--- config.mk ---
export PLATFORM = sky130hd
export DESIGN_NAME = ccip_mmio_csr_responder
export DESIGN_NICKNAME = d
export VERILOG_FILES = /design/src/rtl/ccip_mmio_csr_responder.sv
export SDC_FILE = /design/constraint.sdc
export NUM_CORES = 1
export LEC_CHECK = 0
export CORE_MARGIN = 5
export CORE_UTILIZATION = 40
export DETAILED_ROUTE_END_ITERATION = 7
export GPL_TIMING_DRIVEN = 0
export HOLD_SLACK_MARGIN = 0.05
export SYNTH_ARGS = -nofsm -noshare
export SYNTH_HDL_FRONTEND = slang
export SYNTH_SLANG_ARGS = --single-unit
--- constraint.sdc ---
create_clock -name vl_clk_LPdomain_16ui -period 3.3 [get_ports vl_clk_LPdomain_16ui]
set_input_delay 0.66 -clock vl_clk_LPdomain_16ui [delete_from_list [all_inputs] [get_ports vl_clk_LPdomain_16ui]]
set_output_delay 0.66 -clock vl_clk_LPdomain_16ui [all_outputs]
set_load 0.005 [all_outputs]
--- src/rtl/ccip_mmio_csr_responder.sv ---
// AFU-side CCI-P MMIO CSR responder: small CSR file plus a buffered read-response channel.
// Optional macro CCIP_MMIO_TIMESTAMP_EN adds a free-running 64-bit cycle counter at CSR 6.
module ccip_mmio_csr_responder #(
  parameter logic [63:0] AFU_DFH        = 64'h1000_0000_0000_0000,
  parameter logic [63:0] AFU_ID_L       = 64'h0,
  parameter logic [63:0] AFU_ID_H       = 64'h0,
  parameter int          RSP_FIFO_DEPTH = 4
) (
  input  logic        vl_clk_LPdomain_16ui,
  input  logic        ffs_vl_LP32ui_lp2sy_SoftReset,
  input  logic        mmio_req_valid,
  input  logic        mmio_req_write,
  input  logic [15:0] mmio_req_addr,
  input  logic [1:0]  mmio_req_len,
  input  logic [8:0]  mmio_req_tid,
  input  logic [63:0] mmio_req_data,
  output logic        mmio_rsp_valid,
  input  logic        mmio_rsp_ready,
  output logic [8:0]  mmio_rsp_tid,
  output logic [63:0] mmio_rsp_data,
  output logic [63:0] csr_ctl,
  input  logic [63:0] afu_status,
  output logic        err_overflow
);

  localparam int PTR_W = $clog2(RSP_FIFO_DEPTH);
  localparam int CNT_W = PTR_W + 1;

  logic        clk;
  logic        rst;
  logic [14:0] req_idx;
  logic        req_dw;
  logic        req_full;
  logic        req_wr;
  logic [63:0] scratch;
  logic [63:0] ctl;
  logic [63:0] qword;
  logic [63:0] rd_data;

  assign clk      = vl_clk_LPdomain_16ui;
  assign rst      = ffs_vl_LP32ui_lp2sy_SoftReset;
  assign req_idx  = mmio_req_addr[15:1];
  assign req_dw   = mmio_req_addr[0];
  assign req_full = (mmio_req_len != 2'd0);
  assign req_wr   = mmio_req_valid && mmio_req_write;

  function automatic logic [63:0] merge_write(input logic [63:0] old_val,
                                              input logic [63:0] wdata,
                                              input logic        full,
                                              input logic        dw);
    if (full)
      return wdata;
    else if (dw)
      return {wdata[31:0], old_val[31:0]};
    else
      return {old_val[63:32], wdata[31:0]};
  endfunction

`ifdef CCIP_MMIO_TIMESTAMP_EN
  logic [63:0] timestamp;

  always_ff @(posedge clk) begin
    if (rst)
      timestamp <= '0;
    else
      timestamp <= timestamp + 64'd1;
  end
`endif

  always_ff @(posedge clk) begin
    if (rst) begin
      scratch <= '0;
      ctl     <= '0;
    end else if (req_wr) begin
      if (req_idx == 15'd3)
        scratch <= merge_write(scratch, mmio_req_data, req_full, req_dw);
      if (req_idx == 15'd4)
        ctl <= merge_write(ctl, mmio_req_data, req_full, req_dw);
    end
  end

  // Reads see CSR state before this cycle's edge, so a write is visible one cycle later.
  always_comb begin
    qword = '0;
    case (req_idx)
      15'd0:   qword = AFU_DFH;
      15'd1:   qword = AFU_ID_L;
      15'd2:   qword = AFU_ID_H;
      15'd3:   qword = scratch;
      15'd4:   qword = ctl;
      15'd5:   qword = afu_status;
`ifdef CCIP_MMIO_TIMESTAMP_EN
      15'd6:   qword = timestamp;
`endif
      default: qword = '0;
    endcase
  end

  assign rd_data = req_full ? qword : {32'h0, (req_dw ? qword[63:32] : qword[31:0])};

  logic        s1_valid;
  logic [8:0]  s1_tid;
  logic [63:0] s1_data;

  always_ff @(posedge clk) begin
    if (rst) begin
      s1_valid <= 1'b0;
      s1_tid   <= '0;
      s1_data  <= '0;
    end else begin
      s1_valid <= mmio_req_valid && !mmio_req_write;
      s1_tid   <= mmio_req_tid;
      s1_data  <= rd_data;
    end
  end

  logic [72:0]      fifo_mem [RSP_FIFO_DEPTH];
  logic [PTR_W-1:0] wr_ptr;
  logic [PTR_W-1:0] rd_ptr;
  logic [CNT_W-1:0] count;
  logic             fifo_full;
  logic             pop;
  logic             push_ok;
  logic [72:0]      head;

  assign fifo_full = (count == CNT_W'(RSP_FIFO_DEPTH));
  assign pop       = mmio_rsp_valid && mmio_rsp_ready;
  // A simultaneous pop frees the slot, so a full FIFO can still accept the push.
  assign push_ok   = s1_valid && (!fifo_full || pop);

  always_ff @(posedge clk) begin
    if (push_ok)
      fifo_mem[wr_ptr] <= {s1_tid, s1_data};
  end

  always_ff @(posedge clk) begin
    if (rst) begin
      wr_ptr       <= '0;
      rd_ptr       <= '0;
      count        <= '0;
      err_overflow <= 1'b0;
    end else begin
      if (push_ok)
        wr_ptr <= wr_ptr + PTR_W'(1);
      if (pop)
        rd_ptr <= rd_ptr + PTR_W'(1);
      case ({push_ok, pop})
        2'b10:   count <= count + CNT_W'(1);
        2'b01:   count <= count - CNT_W'(1);
        default: count <= count;
      endcase
      if (s1_valid && !push_ok)
        err_overflow <= 1'b1;
    end
  end

  assign head           = fifo_mem[rd_ptr];
  assign mmio_rsp_valid = (count != '0);
  assign mmio_rsp_tid   = mmio_rsp_valid ? head[72:64] : 9'h0;
  assign mmio_rsp_data  = mmio_rsp_valid ? head[63:0] : 64'h0;
  assign csr_ctl        = ctl;

endmodule

==> flow_summary_export.csv <==
group,metric,value,unit
global_route,grt_pass1_wl,91340,um
worst_setup_path,critical_path_class,"in -> reg",
timing,period_needed,3286,ps
timing,setup_viol,0,
pwr,p_leak,8.964,nW
timing,max_slew.worst_pin.slew,847.8,ps
timing,skew,24.18,ps
route,wl_per_cell,23.58,um
worst_hold_path,min_path_type,"reg -> reg",
job,maxCapViolations,0,
global_route,grt_max_degree,53,
final_layout,finalNetCount,2107,
route,route.antenna.remaining_nets,0,
timing,rsz0062_at_grt,"yes",
worst_setup_path,crit_buf_inv,3,
final_layout,instances_no_fill,2658,
die,die_w,233.8,um
route,drtIter0Drc,1152,
route,drt-pass1-iter-count,5,
synth,yosysSeqAreaShare,0.6498,
worst_setup_path,slowest_delay,630,ps
pwr,powerDensity,557.7,nW/um2
die,core_area,49860,um2
worst_setup_path,worstSetupStartpointType,"primary input",
timing,clock.fmax,304.3,MHz
synth,async_flop_share,0,
die,die_y,233.8,um
synth,ys.flop_type,"edfxtp_1",
outcome,outcome,"finished clean",
synth,synth_cells,1590,
global_route,gr-total-overflow,0,
clock_network,clock-sinks,504,
clock_network,cts_buffers,50,
die,ios,299,
clock_network,clockRootBuffer,"clkbuf_16",
synth,yosys.area.top_type,"edfxtp_1",
final_layout,drive_above_1_share,0.1019,
final_layout,fillers,4448,
worst_setup_path,worst-path-max-fanout,10,
placed_design,gp_congestion,0.8441,
worst_setup_path,worstSetupEndpointType,"flip-flop",
final_layout,area_growth,28.07,%
worst_setup_path,crit_slowest_cell,"o22ai_1",
timing,finalCritPeriodShare,0.9958,
synth,synth-warning-count,0,
synth,synth_edf_count,292,
placed_design,placed_cells,2562,
global_route,antenna_found_initial,3,
timing,setup_ws,13.89,ps
die,rows,82,
placed_design,hpwl,45240,um
route,routed_wl,62680,um
worst_setup_path,worst-endpoint-arrival,3700,ps
route,via_per_inst,5.234,
synth,synth_top_area_frac,0.4379,
synth,yosysUniqueCellTypes,42,
synth,synth_area_leaders,"edfxtp_1, dfxtp_1, mux4_2, nand2_1, a21oi_1",
final_layout,utilization,0.5143,
timing,maxSlewHeadroom,0.4327,
worst_setup_path,cp_cell_sequence,"clkdlybuf4s50_1, or4_4, nor3_2, nand3_1, or2_1, clkbuf_1, clkbuf_1, o22ai_1",
worst_setup_path,critPathRequiredTime,3710,ps
clock_network,htreeDepth,2,
synth,synth.most_common_cell,"edfxtp_1",
route,route.vias.total,13913,
synth,synth_seq_cells,504,
global_route,grtUsageTotal,0.2258,
synth,ys_top_cells_by_count,"edfxtp_1, nand2_1, dfxtp_1",
clock_network,clkTransAtPathRegs,60,ps
clock_network,cts_buffer_depth,3,
placed_design,io_buffers,296,
timing,hold_viol_final,0,
global_route,grt_pass1_vias,13957,
die,start_util,0.4016,
clock_network,cts_tree,"done",
die,die_area,54640,um2
pwr,vdd_ir_drop_max,400.6,uV
placed_design,post-place-ws,-564.1,ps
synth,syn_avg_cell_area,12.59,um2
synth,netlist_area,20030,um2
synth,syn-num-nets,1756,
worst_setup_path,cp_common_cell,"clkbuf_1",
timing,final_max_slew_viol_count,0,
clock_network,clock_latency,600,ps
route,drc_errors,0,
worst_setup_path,cp_top_family,"simple AND/OR/NAND/NOR gates",
==> repair_timing <==
action | CTS | global route
endpoints found under the setup margin | 73 | 34
hold buffers | 0 | 0
pin swaps | 0 | 0
setup buffers | 1 | 0
resized for setup | 37 | 2
==> state kept, by name, summed over array words and instances (netlist names), named ones only <==
signal / cells
fifo_mem: 292
csr_ctl: 64
s1_data: 64
scratch: 64
s1_tid: 9
count: 3
rd_ptr: 2
wr_ptr: 2
err_overflow: 1
s1_valid: 1
==> tightest hold or removal path, stage by stage, from the launching register on <==
cell	delay, ps
dfxtp_1	310
nand2_1	50
a21oi_1	50
==> metrics by stage <==
stage | cell area (um2) | hold WS, ps | TNS [ps] | total power [mW]
detailed placement | 23930 | 448.8 | -25260 | 8.724
global route | 25640 | 472.2 | -593.1 | 14.81
finish | 25650 | 457.6 | 0 | 14.30
floorplan | 20030 | 436.5 | 0 | 7.740
global placement | 23830 | 443.1 | -604100 | 8.702
CTS | 25630 | 457.2 | -1.390 | 14.44
==> report_power, final <==
part           switching [mW]  total, mW  internal [mW]
logic                   0.940       1.91          0.968
clock network            2.39       5.70           3.31
registers              0.0551       6.69           6.64
total                    3.38       14.3           10.9
==> cell families after synthesis <==
kind of cell	share of synthesized area
flops	0.6498
mux	0.1142
compound gates	0.07435
xor+xnor	0.002625
simple gates	0.1305
buf+inv	0.02449
fa+ha+maj	0.004124
==> layout by cell type, fill, tap and decap left out, drive strengths merged, types with 5 or more instances in the layout <==
cell type,netlist,layout
clkdlybuf4s50,0,296
edfxtp,292,292
nand2,259,259
dfxtp,212,212
clkbuf,83,150
a21oi,131,131
and2,78,78
nor2,74,74
mux4,73,73
o21ai,68,68
nand2b,66,66
mux2i,63,63
buf,32,38
nand3,35,35
o2bb2ai,31,31
o22ai,31,31
clkinv,0,17
nor2b,14,14
inv,7,7
ha,5,5
bufinv,0,5
nor4,5,5
==> worst paths after layout <==
path                                start                      end  slack (ps)  cells past startpoint
setup reg to reg    count[0]$_SDFFE_PP0P_    count[2]$_SDFFE_PP0P_         790                     10
setup / recovery        mmio_req_addr[13]   s1_data[22]$_SDFF_PP0_          10                      8
hold / removal    scratch[9]$_SDFFE_PP0P_  scratch[9]$_SDFFE_PP0P_         460                      2
hold reg to reg   scratch[9]$_SDFFE_PP0P_  scratch[9]$_SDFFE_PP0P_         460                      2
==> final cells by class <==
class                           count  area [um2]  area share
Antenna cell                        3       7.507   0.0002927
Buffer                            113       511.7     0.01995
Clock buffer                       70        1378     0.05372
Clock inverter                     24       266.5     0.01039
Inverter                            7       26.28    0.001025
Multi-Input combinational cell    964        6533      0.2547
Sequential cell                   504       13020      0.5076
Tap cell                          672       840.8     0.03279
Timing Repair Buffer              301        3065      0.1195
==> metal layers <==
layer	vias up	track usage	routed length (um)
met5	-	0	0
met4	0	0.06295	1491
met3	89	0.04032	4116
met2	531	0.3642	29580
met1	6881	0.3175	27490
li1	6412	-	-
No activity file was read; power rests on OpenSTA's default activity.
